`config.mk`:
```
export PLATFORM = sky130hd
export DESIGN_NAME = mult_div_unit
export DESIGN_NICKNAME = d
export VERILOG_FILES = /design/src/rtl/mdu_pkg.sv /design/src/rtl/mdu_divider.sv /design/src/rtl/mult_div_unit.sv
export SDC_FILE = /design/constraint.sdc
export NUM_CORES = 1
export LEC_CHECK = 0
export ABC_AREA = 1
export CORE_ASPECT_RATIO = 1.4
export CORE_MARGIN = 5
export CORE_UTILIZATION = 29
export DETAILED_ROUTE_END_ITERATION = 8
export DONT_BUFFER_PORTS = 1
export GPL_TIMING_DRIVEN = 1
export PLACE_DENSITY = 0.44
export SLEW_MARGIN = 5
export SYNTH_ARGS = -nofsm -noshare
export SYNTH_HDL_FRONTEND = slang
export SYNTH_SLANG_ARGS = --single-unit
```
`constraint.sdc`:
```
create_clock -name clock -period 7.3 [get_ports clock]
set_input_delay 0.73 -clock clock [delete_from_list [all_inputs] [get_ports clock]]
set_output_delay 0.73 -clock clock [all_outputs]
set_load 0.02 [all_outputs]
```
`src/rtl/mdu_pkg.sv`:
```
// Shared definitions for the signed multiply/divide unit that feeds the CPU's HI/LO registers.
package mdu_pkg;

    localparam logic OP_MULT   = 1'b0;
    localparam logic OP_DIV    = 1'b1;
    localparam int   MDU_WIDTH = 32;
    localparam int   ITER_W    = $clog2(MDU_WIDTH);

    typedef enum logic [1:0] {
        IDLE = 2'd0,
        MULT = 2'd1,
        DIV  = 2'd2,
        DONE = 2'd3
    } state_t;

endpackage

```
`src/rtl/mdu_divider.sv`:
```
// Restoring divider on operand magnitudes, one quotient bit per step, signs restored on the outputs.
module mdu_divider
    import mdu_pkg::*;
#(
    parameter int WIDTH = MDU_WIDTH
) (
    input  logic             clock,
    input  logic             reset,
    input  logic             load,
    input  logic             step,
    input  logic [WIDTH-1:0] dividend,
    input  logic [WIDTH-1:0] divisor,
    output logic [WIDTH-1:0] quotient,
    output logic [WIDTH-1:0] remainder
);

    logic [WIDTH-1:0] remMag, quoMag, dvsMag;
    logic             quoNeg, remNeg;
    logic [WIDTH:0]   partial, diff;
    logic             fits;
    logic [WIDTH-1:0] nextRem, nextQuo;

    // Outputs show the result *after* the current step, so the final step can be
    // captured into hi/lo on the same edge that finishes the division.
    always_comb begin
        partial   = {remMag, quoMag[WIDTH-1]};
        diff      = partial - {1'b0, dvsMag};
        fits      = (partial >= {1'b0, dvsMag});
        nextRem   = fits ? diff[WIDTH-1:0] : partial[WIDTH-1:0];
        nextQuo   = {quoMag[WIDTH-2:0], fits};
        quotient  = quoNeg ? -nextQuo : nextQuo;
        remainder = remNeg ? -nextRem : nextRem;
    end

    always_ff @(posedge clock) begin
        if (reset) begin
            remMag <= '0;
            quoMag <= '0;
            dvsMag <= '0;
            quoNeg <= 1'b0;
            remNeg <= 1'b0;
        end else if (load) begin
            // The most negative value maps onto its own bit pattern, read as unsigned 2^(W-1).
            remMag <= '0;
            quoMag <= dividend[WIDTH-1] ? -dividend : dividend;
            dvsMag <= divisor[WIDTH-1] ? -divisor : divisor;
            quoNeg <= dividend[WIDTH-1] ^ divisor[WIDTH-1];
            remNeg <= dividend[WIDTH-1];
        end else if (step) begin
            remMag <= nextRem;
            quoMag <= nextQuo;
        end
    end

endmodule

```
`src/rtl/mult_div_unit.sv`:
```
// Sequential signed MULT/DIV unit: radix-2 Booth multiplier inline, restoring divider as a sub-module.
module mult_div_unit
    import mdu_pkg::*;
#(
    parameter int WIDTH = MDU_WIDTH
) (
    input  logic             clock,
    input  logic             reset,
    input  logic             start,
    input  logic             op,
    input  logic [WIDTH-1:0] a,
    input  logic [WIDTH-1:0] b,
    output logic             busy,
    output logic             done,
    output logic             div_zero,
    output logic [WIDTH-1:0] hi,
    output logic [WIDTH-1:0] lo,
    output state_t           fsmState
);

    // Handshake: start is taken only while busy is low (IDLE); the requester then
    // waits for the one-cycle done pulse, at which point hi/lo (or div_zero) are valid.

    localparam int CntW = $clog2(WIDTH);

    state_t           state, nextState;
    logic [CntW-1:0]  cnt;
    logic             lastIter, divLoad, divStep, divByZero;
    logic [WIDTH-1:0] multiplicand, loAcc, nextLoAcc, divQuo, divRem;
    logic [WIDTH:0]   hiAcc, aExt, boothSum, nextHiAcc;
    logic             qm1, nextQm1;

    assign busy     = (state != IDLE);
    assign fsmState = state;
    assign lastIter = (cnt == CntW'(WIDTH - 1));
    assign divStep  = (state == DIV);

    always_comb begin
        nextState = state;
        divLoad   = 1'b0;
        divByZero = 1'b0;
        case (state)
            IDLE: if (start) begin
                if (op == OP_MULT) begin
                    nextState = MULT;
                end else if (b == '0) begin
                    nextState = DONE;
                    divByZero = 1'b1;
                end else begin
                    nextState = DIV;
                    divLoad   = 1'b1;
                end
            end
            MULT, DIV: if (lastIter) nextState = DONE;
            DONE:    nextState = IDLE;
            default: nextState = IDLE;
        endcase
    end

    // The high accumulator carries one guard bit so subtracting a most-negative
    // multiplicand cannot overflow before the arithmetic shift.
    always_comb begin
        aExt = {multiplicand[WIDTH-1], multiplicand};
        case ({loAcc[0], qm1})
            2'b01:   boothSum = hiAcc + aExt;
            2'b10:   boothSum = hiAcc - aExt;
            default: boothSum = hiAcc;
        endcase
        {nextHiAcc, nextLoAcc, nextQm1} = {boothSum[WIDTH], boothSum, loAcc};
    end

    mdu_divider #(.WIDTH(WIDTH)) u_divider (
        .clock     (clock),
        .reset     (reset),
        .load      (divLoad),
        .step      (divStep),
        .dividend  (a),
        .divisor   (b),
        .quotient  (divQuo),
        .remainder (divRem)
    );

    always_ff @(posedge clock) begin
        if (reset) begin
            state        <= IDLE;
            cnt          <= '0;
            multiplicand <= '0;
            hiAcc        <= '0;
            loAcc        <= '0;
            qm1          <= 1'b0;
            hi           <= '0;
            lo           <= '0;
            done         <= 1'b0;
            div_zero     <= 1'b0;
        end else begin
            state    <= nextState;
            done     <= (nextState == DONE);
            div_zero <= divByZero;
            case (state)
                IDLE: begin
                    cnt <= '0;
                    if (start && op == OP_MULT) begin
                        multiplicand <= a;
                        hiAcc        <= '0;
                        loAcc        <= b;
                        qm1          <= 1'b0;
                    end
                end
                MULT: begin
                    cnt   <= cnt + 1'b1;
                    hiAcc <= nextHiAcc;
                    loAcc <= nextLoAcc;
                    qm1   <= nextQm1;
                    if (lastIter) begin
                        hi <= nextHiAcc[WIDTH-1:0];
                        lo <= nextLoAcc;
                    end
                end
                DIV: begin
                    cnt <= cnt + 1'b1;
                    if (lastIter) begin
                        hi <= divRem;
                        lo <= divQuo;
                    end
                end
                default: ;
            endcase
        end
    end

endmodule

```
==> results of run 1 <==
-- worst max-delay path, stage by stage, from the launching register on --
cell,delay [ps]
dfxtp_1,330
inv_1,80
ha_1,170
nand2_1,60
nor2_1,120
nand3_1,100
nor3_1,350
nand4_1,240
nand3b_1,250
o21ai_0,290
o21ai_0,220
nor2_1,190
nand2_1,100
xnor2_1,140
ha_1,310
inv_1,100
nor3_1,190
inv_1,100
nor3_1,270
a21boi_0,400
o21ai_0,180
nand3_1,110
nand2_1,70
nand3_1,130
nand4_1,110
a21oi_1,140
-- cells in the final DEF, fill, tap and decap left out, types with 5 or more instances in the layout --
master,count
a21oi_1,299
a31oi_1,45
buf_4,21
bufinv_16,6
clkbuf_1,5
clkbuf_16,37
clkbuf_8,7
clkinv_1,5
clkinv_2,5
dfxtp_1,268
ha_1,75
inv_1,381
inv_2,12
nand2_1,897
nand2_2,21
nand3_1,187
nand3b_1,9
nand4_1,40
nor2_1,277
nor2_2,16
nor2_4,6
nor3_1,37
nor4_1,13
o211ai_1,42
o21ai_0,231
o21ai_1,14
o221ai_1,7
o31ai_1,6
or2_2,32
xnor2_1,30
xor2_1,85
-- worst paths after layout --
check / cells after the start / slack (ps) / start / end
min: 1 / 220 / reset / lo[26]
min reg2reg: 2 / 460 / cnt[4] / cnt[4]
max reg2reg: 25 / 2490 / multiplicand[0] / hi[31]
max: 25 / 2490 / multiplicand[0] / hi[31]
-- metrics by stage --
| step | power [mW] | setup WS, ps | instance area, sq um | hold WS, ps |
|---|---|---|---|---|
| 6_report | 6.69 | 2490 | 21700 | 218 |
| 5_1_grt | 7.15 | 1920 | 21700 | 191 |
| 4_1_cts | 6.74 | 2500 | 21700 | 183 |
| 3_5_place_dp | 4.69 | 2530 | 20400 | 453 |
| 3_3_place_gp | 4.71 | 2530 | 20400 | 450 |
| 2_1_floorplan | 3.87 | 3600 | 19700 | 441 |
-- area by class of cell --
class / instances / share of cell area, %
multi-input cells: 2418 / 56.6
flip-flops and latches: 268 / 24.8
inverters: 400 / 6.94
well taps: 862 / 4.98
clock buffers: 49 / 4.80
clock inverters: 14 / 1.24
repair buffers: 21 / 0.727
-- metal layers --
metal | wire, microns | global-route usage (%) | vias to the layer above
met4 | 3430 | 8.21 | 0
met3 | 3430 | 3.18 | 115
li1 | - | - | 10400
met5 | 0 | 0 | -
met2 | 39700 | 37.7 | 444
met1 | 34500 | 25.9 | 9425
-- power by group through the flow --
| stage | clock (mW) | sequential [mW] | combinational [mW] |
|---|---|---|---|
| global placement | 0 | 1.70 | 3.01 |
| global route | 2.11 | 1.68 | 3.36 |
| finish | 2.00 | 1.67 | 3.02 |
| floorplan | 0 | 1.65 | 2.22 |
| CTS | 2.06 | 1.66 | 3.01 |
| detailed placement | 0 | 1.70 | 2.99 |
-- kinds of logic after synthesis --
family / after synthesis / synth area share [%]
buf+inv: 541 / 10.6
compound gates: 680 / 18.9
simple gates: 1545 / 33.0
fa+ha+maj: 78 / 5.04
flops: 268 / 27.3
xor+xnor: 115 / 5.12
-- registers in the layout, summed over array words and instances, names as in the netlist --
register          cells
u_divider.quoMag     32
multiplicand         32
u_divider.dvsMag     32
u_divider.remMag     32
hiAcc                32
fsmState              2
qm1                   1
u_divider.remNeg      1
done                  1
loAcc                32
hi                   32
cnt                   5
u_divider.quoNeg      1
lo                   32
div_zero              1
==> reports/metrics.cfg, run 1 <==
[status]
status=finished, final reports clean

[route]
viasPerCell=5.04
ant_nets=0
drtIter0Drc=1412
drtPass1Iterations=5
dr_total_vias=20300
drc=0
wire_per_inst_microns=20.1
wl_mm=81.0

[synth]
synth_most_common_cell=nand2_1
seq_area_frac_synth_pct=27.3
netlist_top_cells_area=dfxtp_1 27%, nand2_1 17%, a21oi_1 7.7%
synth-edff-count=0
avgSynthCellArea_sq_um=6.09
async_reset_ff_share_pct=0
post-synth-top-area-cell=dfxtp_1
synth_top_cell_area_share_pct=27.3
synthTopCellsByCount=897 x nand2_1, 386 x inv_1, 301 x a21oi_1
yosysUniqueCellTypes=55
ys_seq_elements=268
ys_dominant_reg_cell=dfxtp_1
syn_nets=3373
synth_warnings=0
synthesis.area_sq_mm=0.0197
synthCells=3227

[cells_and_area]
fin_util_pct=32.1
fillCellCount=7636
multiInputGateArea_sq_mm=0.0123
final_nets=3291
syn_to_final_growth_pct=10.3
layout-drive-gt1-share_pct=5.71
seqCellArea_sq_mm=0.00537
finalNonFillerCells=4032
antenna_cells=0

[cts]
holdBufCountCts=0
post_cts_buffers=0
cts_sinks=268
cts_resized=0
cts_buffers=36
cts.htree.levels=2
cts-root-buf=clkbuf_16
cts_tree=yes
cts_buffer_depth=3
path_clk_slew_ps=60
clock_latency_ps=590

[floorplan]
pin_count=137
row_count=113
start_util_pct=29.1
dieArea_sq_mm=0.0732
die_height_microns=318
fp.coreArea_sq_mm=0.0676
die_width_microns=230

[sta]
slew_headroom_pct=36.1
hold_viol_final=0
post-route-period-util_pct=65.9
fmax_mhz=208
fin_skew_ps=35.8
setup_viol=0
min_period_ps=4810
rsz0062_at_grt=no
setup_tns_ps=0
slew_viol_final=0
max_slew.worst_pin.slew_ps=958

[power]
power_frac_comb_pct=45.2
peakVddDrop_mv=0.155
seq_power_share_pct=24.9
power.share.clock_pct=29.9
p_sw_share_pct=45.7
p_switching_mw=3.06
power_density_mw_per_mm2=309
internal_power_mw=3.63
p_leak_nw=9.72

[worst_setup_path]
critPathMaxFanout=6
start_kind=register
cp.arrival_ps=5340
critPathCaptureType=register
cp_data_required_time_ps=7820
crit_type=register to register

[global_route]
antenna_found_initial=0
grt_max_degree=132
track_usage_pct=21.3
grt_pass1_vias=19600
overflow=0
grt_pass1_wl_mm=121

[placed_design]
globalplace.congestion=0.913
port-buffer-count=0
hpwl_mm=62.7
placedCellCount=3969

[worst_hold_path]
hp-class=primary input to register

[job]
drv_cap=0

No activity file was read; power rests on OpenSTA's default activity.
==> inputs of run 2 (changes only) <==
--- a/config.mk
+++ b/config.mk
@@ -12,7 +12,7 @@
 export DETAILED_ROUTE_END_ITERATION = 8
 export DONT_BUFFER_PORTS = 1
 export GPL_TIMING_DRIVEN = 1
-export PLACE_DENSITY = 0.44
+export PLACE_DENSITY = 0.45
 export SLEW_MARGIN = 5
 export SYNTH_ARGS = -nofsm -noshare
 export SYNTH_HDL_FRONTEND = slang
==> constraint.sdc (replaced) <==
create_clock -name clock -period 4.09 [get_ports clock]
set_input_delay 0.409 -clock clock [delete_from_list [all_inputs] [get_ports clock]]
set_output_delay 0.409 -clock clock [all_outputs]
set_load 0.02 [all_outputs]
==> run 2 against run 1 <==
Net effect: clock skew fell by 0.80 ps; sequential power rose by 78%; sequential share of layout area fell by 1.2 points; global-route usage rose by 0.17 points; critical path depth fell by 2; register-to-register slack got worse by 2200 ps; die area did not move; wire length rose by 0.77%; via count rose by 1.7%; largest power group unchanged.
==> reports/metrics.cfg, run 2 (synthesis results as in run 1) <==
[floorplan]
die_height_microns=318  ; unchanged
die_width_microns=230  ; unchanged
pin_count=137  ; unchanged
start_util_pct=29.1  ; unchanged
row_count=113  ; unchanged
dieArea_sq_mm=0.0732  ; unchanged
fp.coreArea_sq_mm=0.0676  ; unchanged

[cells_and_area]
final_cell_area_sq_mm=0.0228  ; was 0.0217 sq mm
finalNonFillerCells=4130  ; was 4032
final_nets=3388  ; was 3291
layout_commonest_cell=nand2_1  ; unchanged
antenna_cells=0  ; unchanged
mostFrequentLayoutCells=887 x nand2_1, 375 x inv_1, 285 x a21oi_1  ; was 897 x nand2_1, 381 x inv_1, 299 x a21oi_1
syn_to_final_growth_pct=16.0  ; was 10.3%
layout-drive-gt1-share_pct=9.24  ; was 5.71%

[cts]
cts.htree.levels=2  ; unchanged
path_clk_slew_ps=60  ; about the same
clock_latency_ps=590  ; about the same
cts-root-buf=clkbuf_16  ; unchanged
cts_buffer_depth=3  ; unchanged
cts_tree=yes  ; unchanged
cts_sinks=268  ; unchanged
cts_buffers=36  ; unchanged

[global_route]
grt_max_degree=126  ; was 132
grt_pass1_vias=20100  ; was 19600
track_usage_pct=21.4  ; was 21.3%
grt_pass1_wl_mm=123  ; was 121 mm
overflow=0  ; unchanged
antenna_found_initial=1  ; was 0

[route]
drtPass1Iterations=5  ; unchanged
drtIter0Drc=1332  ; was 1412
ant_nets=0  ; unchanged
viasPerCell=5.01  ; was 5.04
dr_total_vias=20700  ; was 20300
drc=0  ; unchanged
wire_per_inst_microns=19.8  ; was 20.1 microns
wl_mm=81.7  ; was 81.0 mm

[sta]
min_period_ps=3840  ; was 4810 ps
max_slew.worst_pin.slew_ps=1090  ; was 958 ps
setup_tns_ps=0  ; unchanged
hold_viol_final=0  ; unchanged
rsz0062_at_grt=yes  ; was no
post-route-period-util_pct=94.0  ; was 65.9%
fmax_mhz=260  ; was 208 MHz
slew_viol_final=0  ; unchanged
fin_hold_ws_ps=35.8  ; was 218 ps
setup_viol=0  ; unchanged
fin_skew_ps=35.0  ; was 35.8 ps
slew_headroom_pct=27.7  ; was 36.1%

[job]
drv_cap=0  ; unchanged

[placed_design]
placedCellCount=4009  ; was 3969
hpwl_mm=62.4  ; was 62.7 mm
globalplace.congestion=0.947  ; was 0.913
placed_area_sq_mm=0.0207  ; was 0.0204 sq mm
port-buffer-count=0  ; unchanged

[worst_setup_path]
critPathCaptureType=register  ; unchanged
critPathMaxFanout=4  ; was 6
cp.arrival_ps=4280  ; was 5340 ps
start_kind=register  ; unchanged
crit_type=register to register  ; unchanged
cp_data_required_time_ps=4520  ; was 7820 ps

[power]
power_density_mw_per_mm2=525  ; was 309 mW/mm^2
peakVddDrop_mv=0.295  ; was 0.155 mV
p_leak_nw=10.2  ; was 9.72 nW

[worst_hold_path]
hp-class=primary input to register  ; unchanged

[status]
status=finished, final reports clean  ; unchanged

## run 2: routing by layer
layer / wire (microns) / vias up / GRT usage, %
met5: 0 / - / 0
met3: 3130 / 150 / 2.33
li1: - / 10500 / -
met4: 4100 / 0 / 9.37
met1: 33600 / 9557 / 25.5
met2: 40800 / 438 / 38.8
## run 2: timing repair
action | 4_1_cts | 5_1_grt
resized for setup | 1 | 94
endpoints found under the hold margin | 169 | 0
pin swaps | 0 | 37
setup endpoints to repair | 1 | 33
hold buffers | 47 | 0
setup buffers | 0 | 10
## run 2: path summary, 6_finish.rpt
| path | from | to | slack (ps) | cells past startpoint |
|---|---|---|---|---|
| worst min-delay path | a[25] | multiplicand[25] | 40 | 2 |
| worst min register to register | cnt[4] | cnt[4] | 470 | 2 |
| worst max-delay path | multiplicand[1] | hi[24] | 250 | 23 |
| worst max register to register | multiplicand[1] | hi[24] | 250 | 23 |
## run 2: final cells by class
class	count	area, sq um
timing repair buffer	118	1050
sequential	268	5370
multi-input combinational	2418	12600
inverter	400	1500
tap	862	1080
clock buffer	45	995
clock inverter	19	244
fill	7594	44800
## run 2: power breakdown
group | leakage [nW] | total [mW] | switching, mW | internal, mW
clock network | 0.607 | 3.33 | 1.39 | 1.94
registers | 2.18 | 2.97 | 0.187 | 2.79
logic | 7.40 | 5.68 | 3.94 | 1.74
## run 2: metrics by stage
step	util, %	worst slack (ps)	total power, mW
CTS	33.2	48.0	12.0
finish	33.7	247	12.0
global placement	30.6	97.0	8.52
floorplan	-	389	6.91
global route	33.7	-86.5	12.9
detailed placement	30.6	6.48	8.49
## run 2: critical path, cell delays in order, from the launching register on
cell,delay [ps]
dfxtp_1,330
inv_2,60
ha_2,160
nand2_1,60
nor2_2,150
nand3_2,120
nor3_4,210
buf_4,140
nand2_1,50
nand2_1,90
o21ai_0,110
xnor2_1,230
ha_1,330
a21oi_1,270
o21a_1,190
o21ai_0,100
nand2_1,80
nand3_2,120
a31o_2,230
or2_2,270
nand3_1,100
nand3_1,80
nand4_1,140
a21oi_1,70
